<file path="src/rtl/rx_sync_ctrl_if.sv">
// Serial settings bus bundle: address, data and one-cycle write strobe.
// The host side drives it; register blocks receive it.
interface rx_sync_ctrl_if;
  logic [6:0]  serial_addr;
  logic [31:0] serial_data;
  logic        serial_strobe;

  modport master (
    output serial_addr,
    output serial_data,
    output serial_strobe
  );

  modport slave (
    input serial_addr,
    input serial_data,
    input serial_strobe
  );
endinterface

</file>
<file path="src/rtl/rx_sync_ctrl.sv">
// Multi-board RX sync: master fires sync_out plus a delay-matched local
// sync_rx; slave regenerates sync_rx from the io-pin edge.
module rx_sync_ctrl #(
  parameter logic [6:0] SYNC_ADDR    = 7'd64,
  parameter int         MASTER_DELAY = 3,
  parameter int         HOLDOFF      = 16
) (
  input  logic         clock,
  input  logic         reset,
  rx_sync_ctrl_if.slave bus,
  input  logic         enable_rx,
  input  logic         rx_slave_sync,
  output logic         sync_out,
  output logic         sync_rx,
  output logic         armed,
  output logic [7:0]   sync_count
);

  localparam int HW = $clog2(HOLDOFF + 1);

  typedef enum logic [1:0] {
    IDLE, ARMED, PULSE, HOLD
  } state_t;

  state_t                  state;
  logic [1:0]              mode;
  logic [7:0]              plen;
  logic [7:0]              pcnt;
  logic [HW-1:0]           hcnt;
  logic                    s1, s2, s3;
  logic [MASTER_DELAY-1:0] dly;

  logic       wr;
  logic [1:0] mode_n;
  logic       master;
  logic       slave;
  logic       off;
  logic       arm;
  logic       rise;
  logic [7:0] plen_eff;
  logic       go_pulse;
  logic       unused_data;

  assign wr = bus.serial_strobe &&
              (bus.serial_addr == SYNC_ADDR);

  // A same-cycle mode write takes effect before arm/fire decisions.
  assign mode_n = wr ? bus.serial_data[1:0] : mode;
  assign master = (mode_n == 2'b01);
  assign slave  = (mode_n == 2'b10);
  assign off    = !(master || slave);
  assign arm    = wr && bus.serial_data[2];
  assign rise   = s2 && !s3;

  assign plen_eff = (plen == 8'd0) ? 8'd1 : plen;

  assign unused_data = ^{bus.serial_data[31:16],
                         bus.serial_data[7:3]};

  // High when the next registered state is PULSE.
  assign go_pulse = !off && (
    (state == ARMED &&
      (master ? enable_rx : rise)) ||
    (state == PULSE && pcnt != 8'd1));

  always_ff @(posedge clock) begin
    if (reset) begin
      state      <= IDLE;
      mode       <= 2'b00;
      plen       <= 8'd1;
      pcnt       <= 8'd0;
      hcnt       <= '0;
      s1         <= 1'b0;
      s2         <= 1'b0;
      s3         <= 1'b0;
      dly        <= '0;
      sync_out   <= 1'b0;
      sync_rx    <= 1'b0;
      armed      <= 1'b0;
      sync_count <= 8'd0;
    end else begin
      s1 <= rx_slave_sync;
      s2 <= s1;
      s3 <= s2;
      if (wr) begin
        mode <= bus.serial_data[1:0];
        plen <= bus.serial_data[15:8];
      end
      sync_out <= master && go_pulse;
      // dly[0] mirrors sync_out; the tap adds the final register stage.
      dly <= MASTER_DELAY'({dly, master && go_pulse});
      sync_rx <= master ? dly[MASTER_DELAY-1]
                        : (slave && go_pulse);
      if (off) begin
        state   <= IDLE;
        armed   <= 1'b0;
        dly     <= '0;
        sync_rx <= 1'b0;
      end else begin
        unique case (state)
          IDLE: begin
            if (arm) begin
              state <= ARMED;
              armed <= 1'b1;
            end
          end
          ARMED: begin
            if (go_pulse) begin
              state <= PULSE;
              armed <= 1'b0;
              pcnt  <= plen_eff;
            end
          end
          PULSE: begin
            if (pcnt == 8'd1) begin
              state <= HOLD;
              hcnt  <= HW'(HOLDOFF);
            end else begin
              pcnt <= pcnt - 8'd1;
            end
          end
          HOLD: begin
            if (hcnt == HW'(1)) begin
              state      <= IDLE;
              sync_count <= sync_count + 8'd1;
            end else begin
              hcnt <= hcnt - HW'(1);
            end
          end
        endcase
      end
    end
  end

endmodule

</file>
<file path="src/flat_wrapper.sv">
// flat-port wrapper written by rule: the top's interface ports become plain ports
module rx_sync_ctrl_flat 
#(
  parameter logic [6:0] SYNC_ADDR    = 7'd64,
  parameter int         MASTER_DELAY = 3,
  parameter int         HOLDOFF      = 16
)
  (clock, reset, enable_rx, rx_slave_sync, sync_out, sync_rx, armed, sync_count, bus_serial_addr, bus_serial_data, bus_serial_strobe);
  rx_sync_ctrl_if bus_i ();
  input  logic clock;
  input  logic reset;
  input  logic enable_rx;
  input  logic rx_slave_sync;
  output logic sync_out;
  output logic sync_rx;
  output logic armed;
  output logic [7:0] sync_count;
  input wire logic [$bits(bus_i.serial_addr)-1:0] bus_serial_addr;
  input wire logic [$bits(bus_i.serial_data)-1:0] bus_serial_data;
  input wire logic [$bits(bus_i.serial_strobe)-1:0] bus_serial_strobe;
  assign bus_i.serial_addr = bus_serial_addr;
  assign bus_i.serial_data = bus_serial_data;
  assign bus_i.serial_strobe = bus_serial_strobe;
  rx_sync_ctrl #(.SYNC_ADDR(SYNC_ADDR), .MASTER_DELAY(MASTER_DELAY), .HOLDOFF(HOLDOFF)) u_core (.clock(clock), .reset(reset), .bus(bus_i), .enable_rx(enable_rx), .rx_slave_sync(rx_slave_sync), .sync_out(sync_out), .sync_rx(sync_rx), .armed(armed), .sync_count(sync_count));
endmodule
</file>
<file path="config.mk">
export PLATFORM = sky130hd
export DESIGN_NAME = rx_sync_ctrl_flat
export DESIGN_NICKNAME = d
export VERILOG_FILES = /design/src/rtl/rx_sync_ctrl_if.sv /design/src/rtl/rx_sync_ctrl.sv /design/src/flat_wrapper.sv
export SDC_FILE = /design/constraint.sdc
export NUM_CORES = 1
export LEC_CHECK = 0
export BUFFER_PORTS_ARGS = -buffer_cell sky130_fd_sc_hd__buf_2
export CORE_ASPECT_RATIO = 0.6
export CORE_MARGIN = 2
export CORE_UTILIZATION = 32
export DETAILED_ROUTE_END_ITERATION = 16
export PLACE_DENSITY_LB_ADDON = 0.1
export SLEW_MARGIN = 20
export SYNTH_ARGS = -nofsm -noshare
export SYNTH_HDL_FRONTEND = slang
export SYNTH_SLANG_ARGS = --single-unit
</file>
<file path="constraint.sdc">
create_clock -name clock -period 8.6 [get_ports clock]
set_clock_uncertainty 0.2 [all_clocks]
set_input_delay 1.72 -clock clock [delete_from_list [all_inputs] [get_ports clock]]
set_output_delay 1.72 -clock clock [all_outputs]
set_load 0.02 [all_outputs]
</file>
==> impl_results.md <==
- Simple-Gate Fraction of Synth Area: between 20 and 25%
- Worst reg2reg endpoint: u_core.pcnt[4]$_SDFFE_PP0P_
- Hold buffer count at cts: 0
- Mux cell area share after synthesis: under 10%
- Worst hold endpoint: u_core.dly[1]$_SDFF_PP0_
- Synth cell types: 44
- Total GRT Usage: between 10% and 20%
- Average cell area after synthesis: 8.88 µm²
- Hold Fails Final Rpt: 0
- Residual DRC count: 0
- Internal power: between 0.0002 and 0.0003 W
- Slew @ Worst Pin: 897 ps
- Latest clock arrival within the worst-skew pair: 290 ps
- Most frequent cells in the layout: dfxtp_1, buf_2, nor2_1
- HP Class: reg -> reg
- Crit path DAT: 5030 ps
- Cell Chain, Critical Path: buf_2 -> nor4_1 -> nand4_1 -> mux2i_1 -> inv_1 -> ha_1 -> or3b_4 -> a211oi_4 -> o21ai_1 -> o21ai_0 -> a21oi_1
- Seq/Total Area, Yosys: 40.5%
- Hold path startpoint: u_core.dly[0]$_SDFF_PP0_
- Post-DP HPWL: roughly 3.4 mm
- Number of diodes: 0
- Crit path buffers/inverters: 2
- Endpoints failing setup: 0
- Top_reg_cell synth: dfxtp_1
- Via count: 1,665
- Post-Syn Instances: 234
- CTS tree: done
- TritonCTS Sinks: 42
- Placeable Area: 6190 µm²
- Crit-path max cell delay: about 730 ps
- FILL cells: around 650
- Clock root buffer: clkbuf_8
- Async SR Flop Fraction: 0%
- Post-CTS Resized: 0
- Crit path max-delay family: simple AND/OR/NAND/NOR gates
- RSZ-0062 raised after global routing: no
- Bufs on Longest Clock Path: 2
- Fin. max-slew vios: 0
- Initial DRC Count: 87
- Cell taking the most area after synthesis: dfxtp_1
- Placed inst area: 2310 µm²
- Cell row count: 22
- Final WL: between 4 and 5 mm
- Initial antenna violation count: 0
- Area Growth Syn to Fin: 16.3%
- Post-synth EDFFs: 0
- Synth top area share: between 40% and 50%
- Peak supply drop: around 0.000080 V
- Largest net degree at the start of global routing: 37
- Post-CTS Setup Inserts: 0
- Leakage: between 1 and 1.5 nW
- Syn Nets: approximately 290
- PortBufs: 33
- Crit share post-route: roughly three fifths
- Top Ports: 55
- Hold Path Depth: 1
- Complex-gate fraction of the synthesized area: 14.2%
- Largest family of logic cells by synthesized area: simple AND/OR/NAND/NOR gates
- Post-synthesis xor/xnor area fraction: under 10%
- Die height: approximately 66 µm
- Max_cap viols: 0
- Yosys reg bits: 42
- Commonest non-fill, non-tap cell in the layout: dfxtp_1
- Layout Nets: 320
- TritonCTS Buffers: 5
- Die Width: 108 µm
- Critical-path top delay cell: nand4_1
- Starting Density: 33.5%
- Final GP Congestion: ~0.77
- Critical path launch point type: input port
- Layout cell share with drive strength beyond 1: between 10% and 20%
- First-pass GRT wire length: 7.92 mm
- Reg2Reg Launch Point: u_core.mode[0]$_SDFF_PP0_
- Sw power: 0.0000774 W
- Peak fanout along the critical path: 13
- Adder-cell share of the synthesized area: about 6.6%
- Sequential share of power: 53.6%
- Grt total ovfl: 0
- Switching Share: a little over a fifth
- Tmin final: 5080 ps
- DR pass1 iterations: 4
- Worst-case hold slack: 231 ps
- Die Area: a little over 7000 µm²
- Vias in the first global route: 1,527
- Post-route cell area: approximately 2400 µm²
- Worst reg2reg path depth: 8
- Placed cells: 342
- Setup TNS: 0 ps
- Post-detailed-route wirelength per cell: around 13 µm
- WS Path Type: in -> reg
- Vias/cell: between 4 and 5
- H-tree levels: 2
- Crit. End Element: flip-flop
- Reg2reg setup slack: ~6100 ps
- Yosys warning total: 0
- Netlist Area Pre-Place: between 2000 and 2500 µm²
- Slew HR: approximately two fifths
- Combinational share of power: between 2 and 3%
- Fmax: ~200 MHz
- Pwr dens: 151 nW/µm²
- Clock power frac: between 40% and 50%
- Top cells by area, synth: dfxtp_1, ha_1, mux2i_1, nor2_1, xor2_1
- Fin cells: 350
- Outcome: completed
- DRT antenna net count: 0
- WP data required: 8550 ps
- Clk pin slew, worst setup/hold paths: ~90 ps
-- cell families after synthesis --
logic type / count (synthesis)
AND/OR/NAND/NOR: 87
AO/OA/AOI/OAI: 43
flip-flops: 42
buffers and inverters: 27
multiplexers: 14
adder cells (fa/ha/maj): 11
XOR/XNOR: 10
-- cell type report --
cell class	instances	area, µm²	share of cell area [%]
Timing Repair Buffer	33	165	6.84
Multi-Input combinational cell	165	1130	46.7
Inverter	18	67.6	2.80
Clock inverter	2	37.5	1.55
Tap cell	84	105	4.35
Sequential cell	42	841	34.8
Clock buffer	6	72.6	3.00
-- power by group through the flow --
stage               combinational [W]  clock [W]  sequential (W)
floorplan                  0.00000441          0        0.000200
global placement            0.0000101          0        0.000200
detailed placement          0.0000103          0        0.000200
CTS                         0.0000103   0.000164        0.000195
global route                0.0000113   0.000174        0.000195
finish                      0.0000102   0.000159        0.000195
-- synthesized netlist by cell type (2+ instances only) --
master / count
dfxtp_1: 42
ha_1: 11
mux2i_1: 13
clkbuf_1: 5
buf_2: 2
and3_1: 5
nor3_1: 7
a22o_1: 2
nand2_1: 13
nor2b_1: 5
nor4_1: 5
nor2_1: 30
o21ai_0: 11
nand3_1: 4
a31oi_1: 2
and2_1: 3
xor2_1: 9
a22oi_1: 2
o211ai_1: 2
a21oi_1: 14
inv_1: 18
nand4_1: 7
-- state kept, by name, summed over array words and instances (netlist names) --
register,cells
u_core.armed,1
u_core.dly,3
u_core.hcnt,5
u_core.mode,2
u_core.pcnt,8
u_core.plen,8
u_core.s1,1
u_core.s2,1
u_core.s3,1
u_core.state,2
u_core.sync_count,8
u_core.sync_out,1
u_core.sync_rx,1
-- per-layer routing --
metal | track usage, % | routed length [µm]
met1 | 23.7 | 2770
met2 | 18.1 | 1720
met3 | 3.25 | 191
met4 | 3.37 | 24
met5 | 0 | 0
-- per-stage QoR --
stage / worst slack (ps) / total power, W / utilization (%)
floorplan: 4240 / 0.000204 / -
global placement: 3170 / 0.000210 / 37.2
detailed placement: 3160 / 0.000210 / 37.2
CTS: 3450 / 0.000370 / 39.0
global route: 3140 / 0.000381 / 39.0
finish: 3520 / 0.000364 / 39.0
-- worst max-delay path by stage --
stage / startpoint / endpoint / cells after the start
after global placement: bus_serial_addr[1] / u_core.pcnt[2]$_SDFFE_PP0P_ / 11
after floorplan: bus_serial_addr[1] / u_core.state[0]$_SDFFE_PP0P_ / 11
final: bus_serial_addr[1] / u_core.pcnt[4]$_SDFFE_PP0P_ / 11
after detailed placement: bus_serial_addr[1] / u_core.pcnt[6]$_SDFFE_PP0P_ / 11
after global routing: bus_serial_addr[1] / u_core.pcnt[5]$_SDFFE_PP0P_ / 11
after CTS: bus_serial_addr[1] / u_core.pcnt[6]$_SDFFE_PP0P_ / 11
Power figures use the tool's default switching activity.
